[src/rtl/bcd_score_accum.sv]
// Packed-BCD score accumulator: level-weighted line-clear points, level tracking,
// sticky overflow and a high score that survives new games.
module bcd_score_accum #(
    parameter int DIGITS          = 4,
    parameter int SATURATE        = 1,
    parameter int LINES_PER_LEVEL = 10,
    parameter int MAX_LEVEL       = 9
) (
    input  logic                  clk,
    input  logic                  resetn,
    input  logic                  clear,
    input  logic                  add_valid,
    input  logic [2:0]            add_lines,
    output logic                  add_ready,
    output logic                  busy,
    output logic [4*DIGITS-1:0]   score_bcd,
    output logic [4*DIGITS-1:0]   high_bcd,
    output logic [3:0]            level,
    output logic                  overflow
);

    localparam int W = 4 * DIGITS;
    localparam logic [W-1:0] ALL_NINES = {DIGITS{4'h9}};

    typedef enum logic [1:0] {S_IDLE, S_ADD, S_CMP} state_t;

    state_t         r_state;
    logic [W-1:0]   r_score;
    logic [W-1:0]   r_high;
    logic [3:0]     r_level;
    logic [3:0]     r_rep;
    logic [7:0]     r_base;
    logic [2:0]     r_lines_evt;
    logic [4:0]     r_line_cnt;
    logic           r_ovf;

    logic [W:0]     w_sum;
    logic [W-1:0]   w_addend;
    logic [7:0]     w_base_sel;
    logic           w_lines_ok;
    logic [5:0]     w_line_sum;

    // Ripple BCD add; result MSB is the carry out of the top digit.
    function automatic logic [W:0] bcd_add(input logic [W-1:0] a, input logic [W-1:0] b);
        logic [W-1:0] s;
        logic         c;
        logic [4:0]   d;
        s = '0;
        c = 1'b0;
        for (int i = 0; i < DIGITS; i++) begin
            d = {1'b0, a[4*i +: 4]} + {1'b0, b[4*i +: 4]} + {4'b0, c};
            if (d > 5'd9) begin
                d = d + 5'd6;
                c = 1'b1;
            end else begin
                c = 1'b0;
            end
            s[4*i +: 4] = d[3:0];
        end
        return {c, s};
    endfunction

    function automatic logic [7:0] base_points(input logic [2:0] n);
        case (n)
            3'd1:    return 8'h10;
            3'd2:    return 8'h30;
            3'd3:    return 8'h50;
            3'd4:    return 8'h80;
            default: return 8'h00;
        endcase
    endfunction

    assign w_base_sel = base_points(add_lines);
    assign w_lines_ok = (add_lines >= 3'd1) && (add_lines <= 3'd4);
    assign w_addend   = W'(r_base);
    assign w_sum      = bcd_add(r_score, w_addend);
    assign w_line_sum = {1'b0, r_line_cnt} + 6'(r_lines_evt);

    always_ff @(posedge clk) begin
        if (!resetn) begin
            r_state     <= S_IDLE;
            r_score     <= '0;
            r_high      <= '0;
            r_level     <= '0;
            r_rep       <= '0;
            r_base      <= '0;
            r_lines_evt <= '0;
            r_line_cnt  <= '0;
            r_ovf       <= 1'b0;
        end else if (clear) begin
            // New game: the high score is deliberately kept.
            r_state    <= S_IDLE;
            r_score    <= '0;
            r_level    <= '0;
            r_line_cnt <= '0;
            r_ovf      <= 1'b0;
        end else begin
            case (r_state)
                S_IDLE: begin
                    if (add_valid && w_lines_ok) begin
                        r_rep       <= r_level;
                        r_base      <= w_base_sel;
                        r_lines_evt <= add_lines;
                        r_state     <= S_ADD;
                    end
                end
                S_ADD: begin
                    if (w_sum[W]) begin
                        r_ovf   <= 1'b1;
                        r_score <= (SATURATE != 0) ? ALL_NINES : w_sum[W-1:0];
                    end else begin
                        r_score <= w_sum[W-1:0];
                    end
                    if (r_rep == 4'd0) begin
                        r_state <= S_CMP;
                    end else begin
                        r_rep <= r_rep - 4'd1;
                    end
                end
                S_CMP: begin
                    if (w_line_sum >= 6'(LINES_PER_LEVEL)) begin
                        r_line_cnt <= 5'(w_line_sum - 6'(LINES_PER_LEVEL));
                        if (r_level != 4'(MAX_LEVEL)) begin
                            r_level <= r_level + 4'd1;
                        end
                    end else begin
                        r_line_cnt <= w_line_sum[4:0];
                    end
                    // Packed BCD orders the same as plain unsigned binary.
                    if (r_score > r_high) begin
                        r_high <= r_score;
                    end
                    r_state <= S_IDLE;
                end
                default: r_state <= S_IDLE;
            endcase
        end
    end

    assign add_ready = (r_state == S_IDLE);
    assign busy      = !add_ready;
    assign score_bcd = r_score;
    assign high_bcd  = r_high;
    assign level     = r_level;
    assign overflow  = r_ovf;

endmodule

[config.mk]
export PLATFORM = sky130hd
export DESIGN_NAME = bcd_score_accum
export DESIGN_NICKNAME = d
export VERILOG_FILES = /design/src/rtl/bcd_score_accum.sv
export SDC_FILE = /design/constraint.sdc
export NUM_CORES = 1
export LEC_CHECK = 0
export BUFFER_PORTS_ARGS = -buffer_cell sky130_fd_sc_hd__buf_2
export CAP_MARGIN = 0
export CORE_MARGIN = 5
export CORE_UTILIZATION = 35
export CTS_CLUSTER_DIAMETER = 150
export DETAILED_ROUTE_END_ITERATION = 8
export GPL_TIMING_DRIVEN = 0
export SLEW_MARGIN = 20
export SYNTH_ARGS = -nofsm -noshare
export SYNTH_HDL_FRONTEND = slang
export SYNTH_SLANG_ARGS = --single-unit
[constraint.sdc]
create_clock -name clk -period 11.15 [get_ports clk]
set_clock_uncertainty 0.1 [all_clocks]
set_input_delay 2.23 -clock clk [delete_from_list [all_inputs] [get_ports clk]]
set_output_delay 2.23 -clock clk [all_outputs]
set_load 0.005 [all_outputs]
==> impl_metrics.yaml <==
global_routing:
  antenna_found_initial: 0
  grt_use_total_pct: 14.7
  grt_overflow: 0
  grt_max_degree: 17
  grt_pass1_vias: 2981
  grt_pass1_wl_mm: 14.1
logic_synthesis:
  synth-seq-cells: 55
  syn_avg_cell_area_sq_um: 8.52
  synth-edff-count: 0
  ys_async_sr_fraction_pct: 0
  synth_cells: 392
  ys.flop_type: "dfxtp_1"
  yosys_warnings: 0
  netlist_area_sq_um: 3340
  ys_types: 62
  synth_nets: 437
  yosysSeqAreaShare_pct: 33.0
finish:
  nFillCells: 977
  n_antenna_cell: 0
  syn_to_final_growth_pct: 13.9
  fin_util_pct: 41.0
  layout.nets: 488
  drive_above_1_share_pct: 16.0
power:
  finalPower_uw: 332
  leakagePower_uw: 0.00165
  peakVddDrop_uv: 53.9
  powerDensity_nw_per_um2: 87.2
floorplan:
  core_area_sq_um: 9280
  pin_count: 46
  num_rows: 35
  die_w_microns: 108
  die_h_microns: 108
  initial_utilization_pct: 36.0
  die-area_sq_um: 11600
setup_path:
  crit_family: "adder cells"
  slowest_stage: "o221ai_1"
  cp.arrival_ns: 6.02
  path_cells: "inv_1, ha_1, inv_1, ha_1, o32a_1, inv_1, fa_1, inv_1, fa_1, inv_1, and2_1, o31a_1, inv_1, ha_1, ha_1, inv_1, a31oi_1, o22a_1, ha_1, ha_1, o21a_1, o221ai_1, o21ai_0, a32o_1"
  crit_fanout: 10
  endpoint_kind: "register"
  worstPathRequired_ns: 11.27
  start_kind: "register"
  path_class: "register to register"
  slowest_delay_ns: 0.73
  crit_top_cell: "inv_1"
  cp_num_buf_inv: 7
detailed_routing:
  via_count: 2995
  dr.pass1.iters: 4
  ant_nets: 0
  wl_per_cell_microns: 14.3
  drcViolationCount: 0
  wirelength_mm: 8.20
  viasPerCell: 5.23
  drt_iter0_drc: 126
placement:
  dp_slack_ns: 5.28
  portBuffers: 44
  gp_congestion: 0.845
  dp_hpwl_mm: 6.37
clocking:
  cts_sinks: 55
  cts_buffers: 5
  hold_buffers: 0
  cts_tree: "done"
  cts_max_level: 2
  clk_pin_slew_ns: 0.11
  post-cts-setup-buffers: 0
  cts_resized: 0
  root_buffer: "clkbuf_8"
  clock_latency_ns: 0.31
  clk_path_buf_depth: 2
timing:
  clock.fmax_mhz: 169
  setup_tns_ns: 0
  period_share_pct: 52.9
  slew_headroom_pct: 39.0
  finalMaxSlewViolations: 0
  layout_setup_ws_ns: 5.25
  hold_viol_final: 0
  worst_slew_pin_slew_ns: 0.915
  setup_viol: 0
  rsz0062_at_grt: "no"
  post-route-min-period_ns: 5.90
run_status:
  outcome: "complete, no violations"
min_path:
  hold_path_class: "register to register"
job:
  max_cap_viol_count: 0
## Yosys cell counts (all sizes together), types with 5 or more instances
cell type	count	share of area, %
nor2b	12	2.2
o21ai	19	2.8
or3	6	1.1
ha	35	13
nand2	31	3.5
mux2i	5	1.6
nand3	11	1.6
a22o	15	3.9
clkbuf	10	1.1
inv	37	4.2
xnor2	5	1.3
o211ai	5	1.1
a21oi	27	4.2
dfxtp	55	33
buf	7	1.2
nor2	27	3.1
nand4	8	1.5
a21boi	5	1.1
## worst paths after layout
kind	start	endpoint	slack, ns	cells past startpoint
setup / recovery	score_bcd[1]	score_bcd[11]	5.25	24
hold / removal	r_line_cnt[0]	r_line_cnt[0]	0.37	2
setup reg to reg	score_bcd[1]	score_bcd[11]	5.25	24
hold reg to reg	r_line_cnt[0]	r_line_cnt[0]	0.37	2
## logic make-up after synthesis
| kind of cell | after synthesis | share of synthesized area [%] |
|---|---|---|
| flip-flops | 55 | 33.0 |
| buffers and inverters | 54 | 6.44 |
| XOR/XNOR | 7 | 2.06 |
| adder cells (fa/ha/maj) | 38 | 14.9 |
| AND/OR/NAND/NOR | 122 | 18.7 |
| multiplexers | 5 | 1.61 |
| AO/OA/AOI/OAI | 111 | 23.3 |
## area by class of cell
cell class	instances	area, sq um	share of cell area (%)
Buffer	17	76.3	2.01
Clock buffer	5	68.8	1.81
Clock inverter	3	15.0	0.394
Inverter	37	139	3.65
Multi-Input combinational cell	283	2020	53.2
Sequential cell	55	1100	28.9
Tap cell	129	161	4.24
Timing Repair Buffer	44	220	5.79
## per-stage QoR
step | cells | instance area, sq um | hold slack (ns)
2_1_floorplan | 392 | 3340 | 0.340
3_3_place_gp | 565 | 3720 | 0.351
3_5_place_dp | 565 | 3720 | 0.355
4_1_cts | 573 | 3810 | 0.369
5_1_grt | 573 | 3810 | 0.405
6_report | 573 | 3810 | 0.373
## sequential cells by signal, indices dropped and copies added (netlist names), 2 cells and up
signal / cells
score_bcd: 16
level: 4
r_rep: 4
r_lines_evt: 3
r_base: 4
r_line_cnt: 5
high_bcd: 16
r_state: 2
## worst reg2reg max path, stage by stage, from the launching register on
cell and delay [ns]:
dfxtp_1 0.44, inv_1 0.12, ha_1 0.20, inv_1 0.05, ha_1 0.13, o32a_1 0.20
inv_1 0.09, fa_1 0.39, inv_1 0.08, fa_1 0.44, inv_1 0.09, and2_1 0.16
o31a_1 0.23, inv_1 0.06, ha_1 0.21, ha_1 0.35, inv_1 0.18, a31oi_1 0.11
o22a_1 0.23, ha_1 0.22, ha_1 0.32, o21a_1 0.20, o221ai_1 0.73, o21ai_0 0.21
a32o_1 0.26
## power by group
part	switching, uW	internal [uW]
sequential	1.36	198
clock	68.0	43.3
combinational	13.8	7.86
## layer usage
metal	part of all wire, %	up-vias	global-route usage, %
li1	-	1517	-
met1	46	1420	18.7
met2	49	50	25.9
met3	4.1	8	2.58
met4	0.95	0	3.16
met5	0	-	0
## cells in the final DEF (no fill, tap or decap), types with 4 or more instances in the layout
cell type | Yosys | layout
a32o_1 | 4 | 4
nand2_1 | 31 | 31
nand4_1 | 8 | 8
or3_1 | 6 | 6
xnor2_1 | 5 | 5
buf_2 | 4 | 48
a21boi_0 | 4 | 4
ha_1 | 35 | 35
nor3_1 | 4 | 4
inv_1 | 36 | 36
a21o_1 | 4 | 4
o21a_1 | 4 | 4
clkbuf_1 | 10 | 10
mux2i_1 | 4 | 4
o21ai_0 | 19 | 19
a21oi_1 | 26 | 26
dfxtp_1 | 55 | 55
a22o_1 | 15 | 15
nor2_1 | 26 | 26
clkbuf_8 | 0 | 5
and3_1 | 4 | 4
nor2b_1 | 12 | 12
nand3_1 | 11 | 11
o211ai_1 | 5 | 5
Note: power is estimated with default switching activity, not from simulation.
